--- src/rtl/mem_port_arbiter.sv ---
// mem_port_arbiter: shares one memory port between the CPU (default priority) and a DMA master,
// with a starvation bound and a bounded DMA burst lock. Optional grant statistics via MEM_ARB_STATS_EN.
module mem_port_arbiter #(
  parameter int MAX_WAIT  = 4,
  parameter int MAX_BURST = 8
) (
  input  logic        clk,
  input  logic        rst,
  input  logic        cpu_req,
  input  logic        cpu_we,
  input  logic [15:0] cpu_addr,
  input  logic [15:0] cpu_wdata,
  output logic        cpu_gnt,
  output logic        cpu_rvalid,
  input  logic        dma_req,
  input  logic        dma_we,
  input  logic [15:0] dma_addr,
  input  logic [15:0] dma_wdata,
  input  logic        dma_lock,
  output logic        dma_gnt,
  output logic        dma_rvalid,
  output logic [15:0] rdata,
  output logic [15:0] mem_addr,
  output logic        mem_we,
  output logic [15:0] mem_wdata,
  input  logic [15:0] mem_rdata
`ifdef MEM_ARB_STATS_EN
  ,
  output logic [15:0] cpu_grant_cnt,
  output logic [15:0] dma_grant_cnt,
  output logic        starve_evt
`endif
);
  typedef enum logic [1:0] {ARB, BURST, CPUPRI} state_t;
  localparam logic [3:0] MW = 4'(MAX_WAIT);
  localparam logic [3:0] MB = 4'(MAX_BURST);
  state_t     r_state;
  logic [3:0] r_starve, r_burst;
  logic       r_cpu_rvalid, r_dma_rvalid;
  logic       w_hold, w_cpu_gnt, w_dma_gnt;
  logic [3:0] w_burst_nx;
  // Grants are forced low while reset is held so nothing reaches memory mid-reset.
  always_comb begin
    w_hold     = r_state == BURST && dma_req && dma_lock;
    w_dma_gnt  = !rst ? 1'b0 : w_hold ? 1'b1 : r_state == CPUPRI ? dma_req && !cpu_req :
                 dma_req && (!cpu_req || r_starve == MW);
    w_cpu_gnt  = rst && cpu_req && !w_dma_gnt;
    w_burst_nx = r_burst + 4'd1;
  end
  assign cpu_gnt    = w_cpu_gnt;
  assign dma_gnt    = w_dma_gnt;
  assign cpu_rvalid = r_cpu_rvalid;
  assign dma_rvalid = r_dma_rvalid;
  assign rdata      = mem_rdata;
  assign mem_addr   = w_cpu_gnt ? cpu_addr : w_dma_gnt ? dma_addr : 16'h0;
  assign mem_we     = w_cpu_gnt ? cpu_we : w_dma_gnt && dma_we;
  assign mem_wdata  = w_cpu_gnt ? cpu_wdata : w_dma_gnt ? dma_wdata : 16'h0;
  always_ff @(posedge clk or negedge rst) begin
    if (!rst) begin
      r_state      <= ARB;
      r_starve     <= 4'd0;
      r_burst      <= 4'd0;
      r_cpu_rvalid <= 1'b0;
      r_dma_rvalid <= 1'b0;
    end else begin
      r_cpu_rvalid <= w_cpu_gnt && !cpu_we;
      r_dma_rvalid <= w_dma_gnt && !dma_we;
      r_starve     <= (dma_req && !w_dma_gnt) ? (r_starve == MW ? MW : r_starve + 4'd1) : 4'd0;
      if (r_state == ARB && w_dma_gnt && dma_lock) begin
        r_state <= (MB == 4'd1) ? CPUPRI : BURST;
        r_burst <= 4'd1;
      end else if (w_hold) begin
        r_state <= (w_burst_nx == MB) ? CPUPRI : BURST;
        r_burst <= w_burst_nx;
      end else begin
        r_state <= ARB;
        r_burst <= 4'd0;
      end
    end
  end
`ifdef MEM_ARB_STATS_EN
  logic [15:0] r_cpu_cnt, r_dma_cnt;
  logic        r_starve_evt, w_forced;
  // A DMA win in arbitration while the CPU is also asking can only come from the starvation bound.
  assign w_forced      = r_state != CPUPRI && !w_hold && w_dma_gnt && cpu_req;
  assign cpu_grant_cnt = r_cpu_cnt;
  assign dma_grant_cnt = r_dma_cnt;
  assign starve_evt    = r_starve_evt;
  always_ff @(posedge clk or negedge rst) begin
    if (!rst) begin
      r_cpu_cnt    <= 16'h0;
      r_dma_cnt    <= 16'h0;
      r_starve_evt <= 1'b0;
    end else begin
      r_cpu_cnt    <= r_cpu_cnt + 16'(w_cpu_gnt);
      r_dma_cnt    <= r_dma_cnt + 16'(w_dma_gnt);
      r_starve_evt <= w_forced;
    end
  end
`endif
endmodule

--- config.mk ---
export PLATFORM = sky130hd
export DESIGN_NAME = mem_port_arbiter
export DESIGN_NICKNAME = d
export VERILOG_FILES = /design/src/rtl/mem_port_arbiter.sv
export SDC_FILE = /design/constraint.sdc
export NUM_CORES = 1
export LEC_CHECK = 0
export ABC_AREA = 1
export CAP_MARGIN = 30
export CORE_AREA = 2 2 55 57
export DETAILED_ROUTE_END_ITERATION = 10
export DIE_AREA = 0 0 57 59
export DONT_BUFFER_PORTS = 1
export SLEW_MARGIN = 5
export SYNTH_ARGS = -nofsm -noshare
export SYNTH_HDL_FRONTEND = slang
export SYNTH_SLANG_ARGS = --single-unit
--- constraint.sdc ---
create_clock -name clk -period 1.5 [get_ports clk]
set_input_delay 0.15 -clock clk [delete_from_list [all_inputs] [get_ports clk]]
set_output_delay 0.15 -clock clk [all_outputs]
set_load 0.02 [all_outputs]
==> summary.txt <==
Setup path
  • Worst path required time: 1350 ps
  • CP startpoint kind: register
  • Reg2reg path depth: 14
  • Arrival time worst endpoint: 1900 ps
  • Crit end category: primary output
  • CP max FO: 5
  • Critical path class: register to primary output

Drt
  • Routed len/inst: 22.0 um
  • Via Count: 1473
  • DRC violations left: 0
  • Post-route ant nets: 0
  • Starting DRT DRC Count: 77
  • Final WL: 5.02 mm
  • Vias/cell: 6.46
  • First-pass detailed-route iteration total: 4

CTS
  • CTS H-Tree Depth: 1
  • Clock tree from TritonCTS: built
  • Longest Clk Path Bufs: 2
  • TritonCTS Sinks: 12
  • Worst-path clk slew: 80 ps
  • Clk root buf: clkbuf_4
  • Clk_lat worst skew: 270 ps
  • Total CTS buffers: 3

Pwr
  • Leak: 0.839 nW
  • Sequential power share: 0.303
  • VDD IR max: 0.493 mV
  • P_int: 0.706 mW
  • Power Dens Cells: 535 nW/um2
  • Switching Fraction: 0.384
  • Clock network power share: 0.230
  • Total power: 1.15 mW
  • Gate power share: 0.467
  • Switch Pwr: 0.441 mW

STA
  • Final Skew: 1.16 ps
  • Tmin final: 2050 ps
  • Tcrit/Tclk final: 1.37
  • Slew HR: 0.632
  • Final setup slack of the worst path: -551 ps
  • Fin. Hold Viols: 0
  • Final setup violation count: 43
  • Setup TNS: -19130 ps
  • Hold Slack: 9.05 ps
  • Unrepaired setup endpoints after global routing: true
  • Max Fclk: 0.488 GHz
  • Measured slew at the worst slew-check pin: 550 ps
  • Final Max Slew Viols: 0

Synthesis
  • Cell variety after synth: 23
  • Post-synthesis mux area share: 0
  • Post-synthesis simple-gate area fraction: 0.494
  • Share of the synthesized area in the top cell type: 0.229
  • Post-Synth XOR/XNOR Area: 0.0201
  • Mapped Area: 1310 um2
  • Adder-Cell Fraction of Synth Area: 0.0382
  • Main combinational cell family by area after synthesis: simple AND/OR/NAND/NOR gates
  • Synth Area in Compound Gates: 0.0172
  • Gate Count Post-Synth: 196
  • Top post-synthesis cells by area: dfrtp_1, nand4_1, nand3_1
  • #FFs+latches synth: 12
  • Seq/Total Area, Yosys: 0.229
  • Syn Area/Cell: 6.68 um2
  • Area leader, netlist: dfrtp_1
  • Post-Synthesis Net Count: 287
  • Ys Warns: 0

Final layout
  • Fillers: 181
  • Layout area overhead: 63.7%
  • Layout cells sized above 1: 0.579
  • Final Cell Area: 2140 um2
  • Final design utilization: 0.790
  • Layout Cells excl Fill: 228
  • Area of the multi-input gates: 1360 um2
  • Inserted Diodes: 0
  • Post-layout nets: 289
  • Storage cell area: 300 um2

Floorplanning
  • Core area: 2710 um2
  • I/O Pins: 140
  • Die X: 57 um
  • Die footprint: 3360 um2
  • Initial core utilization: 0.483
  • Die span in y: 59 um
  • Cell Rows: 19

Placed design
  • Post-DP HPWL: 2.85 mm
  • Placed cell areas: 1360 um2
  • Port bufs: 0
  • Worst slack, placed: -146 ps
  • Post-Place Cells: 207
  • Placer Congestion: 0.810

Outcome
  • Outcome: finished, violations left
  • Failing checks: negative setup slack

Flow run
  • Max cap viols: 0

Global routing
  • Largest net degree at the start of global routing: 40
  • Initial antenna violation count: 0
  • Number of global-route vias before repair: 1244
  • First-pass GRT wire length: 5.65 mm
  • Grt total ovfl: 0
  • All-Layer GR Usage: 0.218

Worst hold path
  • HP Class: input pin to register
  • Worst hold path cell count: 2
## final timing paths
check	startpoint	to	slack, ps
max	r_starve[0]	mem_wdata[1]	-550
min	dma_req	r_starve[2]	9
max reg2reg	r_starve[0]	r_starve[2]	-310
min reg2reg	r_starve[0]	r_starve[0]	550
max in group asynchronous	rst	r_starve[0]	840
min in group asynchronous	rst	r_burst[1]	300
## repair_timing
item | CTS | global route
hold endpoints to repair | 14 | 0
setup buffers | 3 | 10
gates resized for setup | 24 | 92
cloned | 0 | 2
endpoints found under the setup margin | 40 | 43
pin swaps | 8 | 37
hold buffers | 3 | 0
## critical path, cell delays in order (launching register included)
cell and delay (ps):
dfrtp_1 390, inv_2 60, ha_2 160, inv_2 50, nor2_4 90, nand3_2 60, nand2_1 90, nand2_2 110
nand2_4 130, clkbuf_16 150, buf_12 120, nand3_2 100, nand2_4 120
## cell type report
type	instances	area share
Multi-Input combinational cell	141	0.637
Timing Repair Buffer	30	0.169
Sequential cell	12	0.140
Inverter	10	0.0187
Tap cell	31	0.0181
Clock buffer	4	0.0169
## synth_stat cells (all sizes together)
cell type,count
buf,30
clkbuf,3
dfrtp,12
ha,4
inv,10
nand2,44
nand3,38
nand4,33
nor2,12
nor3,3
o211ai,1
o21ai,3
xnor2,1
xor2,2
## layer usage
| metal | vias to the layer above | global-route usage | part of all wire |
|---|---|---|---|
| met5 | - | 0 | 0 |
| met4 | 0 | 0.0731 | 0.025 |
| met3 | 16 | 0.0502 | 0.092 |
| met2 | 103 | 0.417 | 0.54 |
| met1 | 682 | 0.236 | 0.34 |
| li1 | 672 | - | - |
## cells by family (layout without fill, tap and decap cells)
kind of cell / Yosys count / after routing
simple gates: 130 / 130
buf+inv: 43 / 44
flops: 12 / 12
fa+ha+maj: 4 / 4
compound gates: 4 / 4
xor+xnor: 3 / 3
## state kept, by name, summed over array words and instances (netlist names)
| signal | cells |
|---|---|
| r_burst | 4 |
| cpu_rvalid | 1 |
| dma_rvalid | 1 |
| r_state | 2 |
| r_starve | 4 |
## power by group through the flow
stage	logic (mW)	clock network, mW	registers, mW
after floorplan	0.336	0	0.352
after global placement	0.309	0	0.352
after detailed placement	0.317	0	0.352
after CTS	0.368	0.264	0.346
after global routing	0.569	0.277	0.349
final	0.535	0.264	0.347
## layout by cell type, fill, tap and decap left out
master | Yosys | layout
nand4_1 | 33 | 33
nand2_4 | 1 | 30
nand3_4 | 0 | 23
dfrtp_1 | 12 | 12
buf_6 | 4 | 10
buf_4 | 16 | 10
nand3_2 | 1 | 9
nand2_1 | 42 | 7
inv_1 | 9 | 6
nand3_1 | 37 | 6
nand2_2 | 1 | 5
nor2_1 | 12 | 5
nor2_2 | 0 | 5
buf_12 | 0 | 4
inv_2 | 1 | 3
ha_1 | 4 | 3
clkbuf_4 | 0 | 3
dlygate4sd3_1 | 0 | 3
nor2_4 | 0 | 2
nand2_8 | 0 | 2
xor2_1 | 2 | 2
o21ai_1 | 2 | 2
nor3_2 | 2 | 2
clkbuf_16 | 0 | 2
o211ai_1 | 1 | 1
o21ai_0 | 1 | 1
xnor2_1 | 1 | 1
nor3_1 | 1 | 1
inv_4 | 0 | 1
ha_2 | 0 | 1
clkbuf_8 | 0 | 1
buf_8 | 0 | 1
No activity file was read; power rests on OpenSTA's default activity.
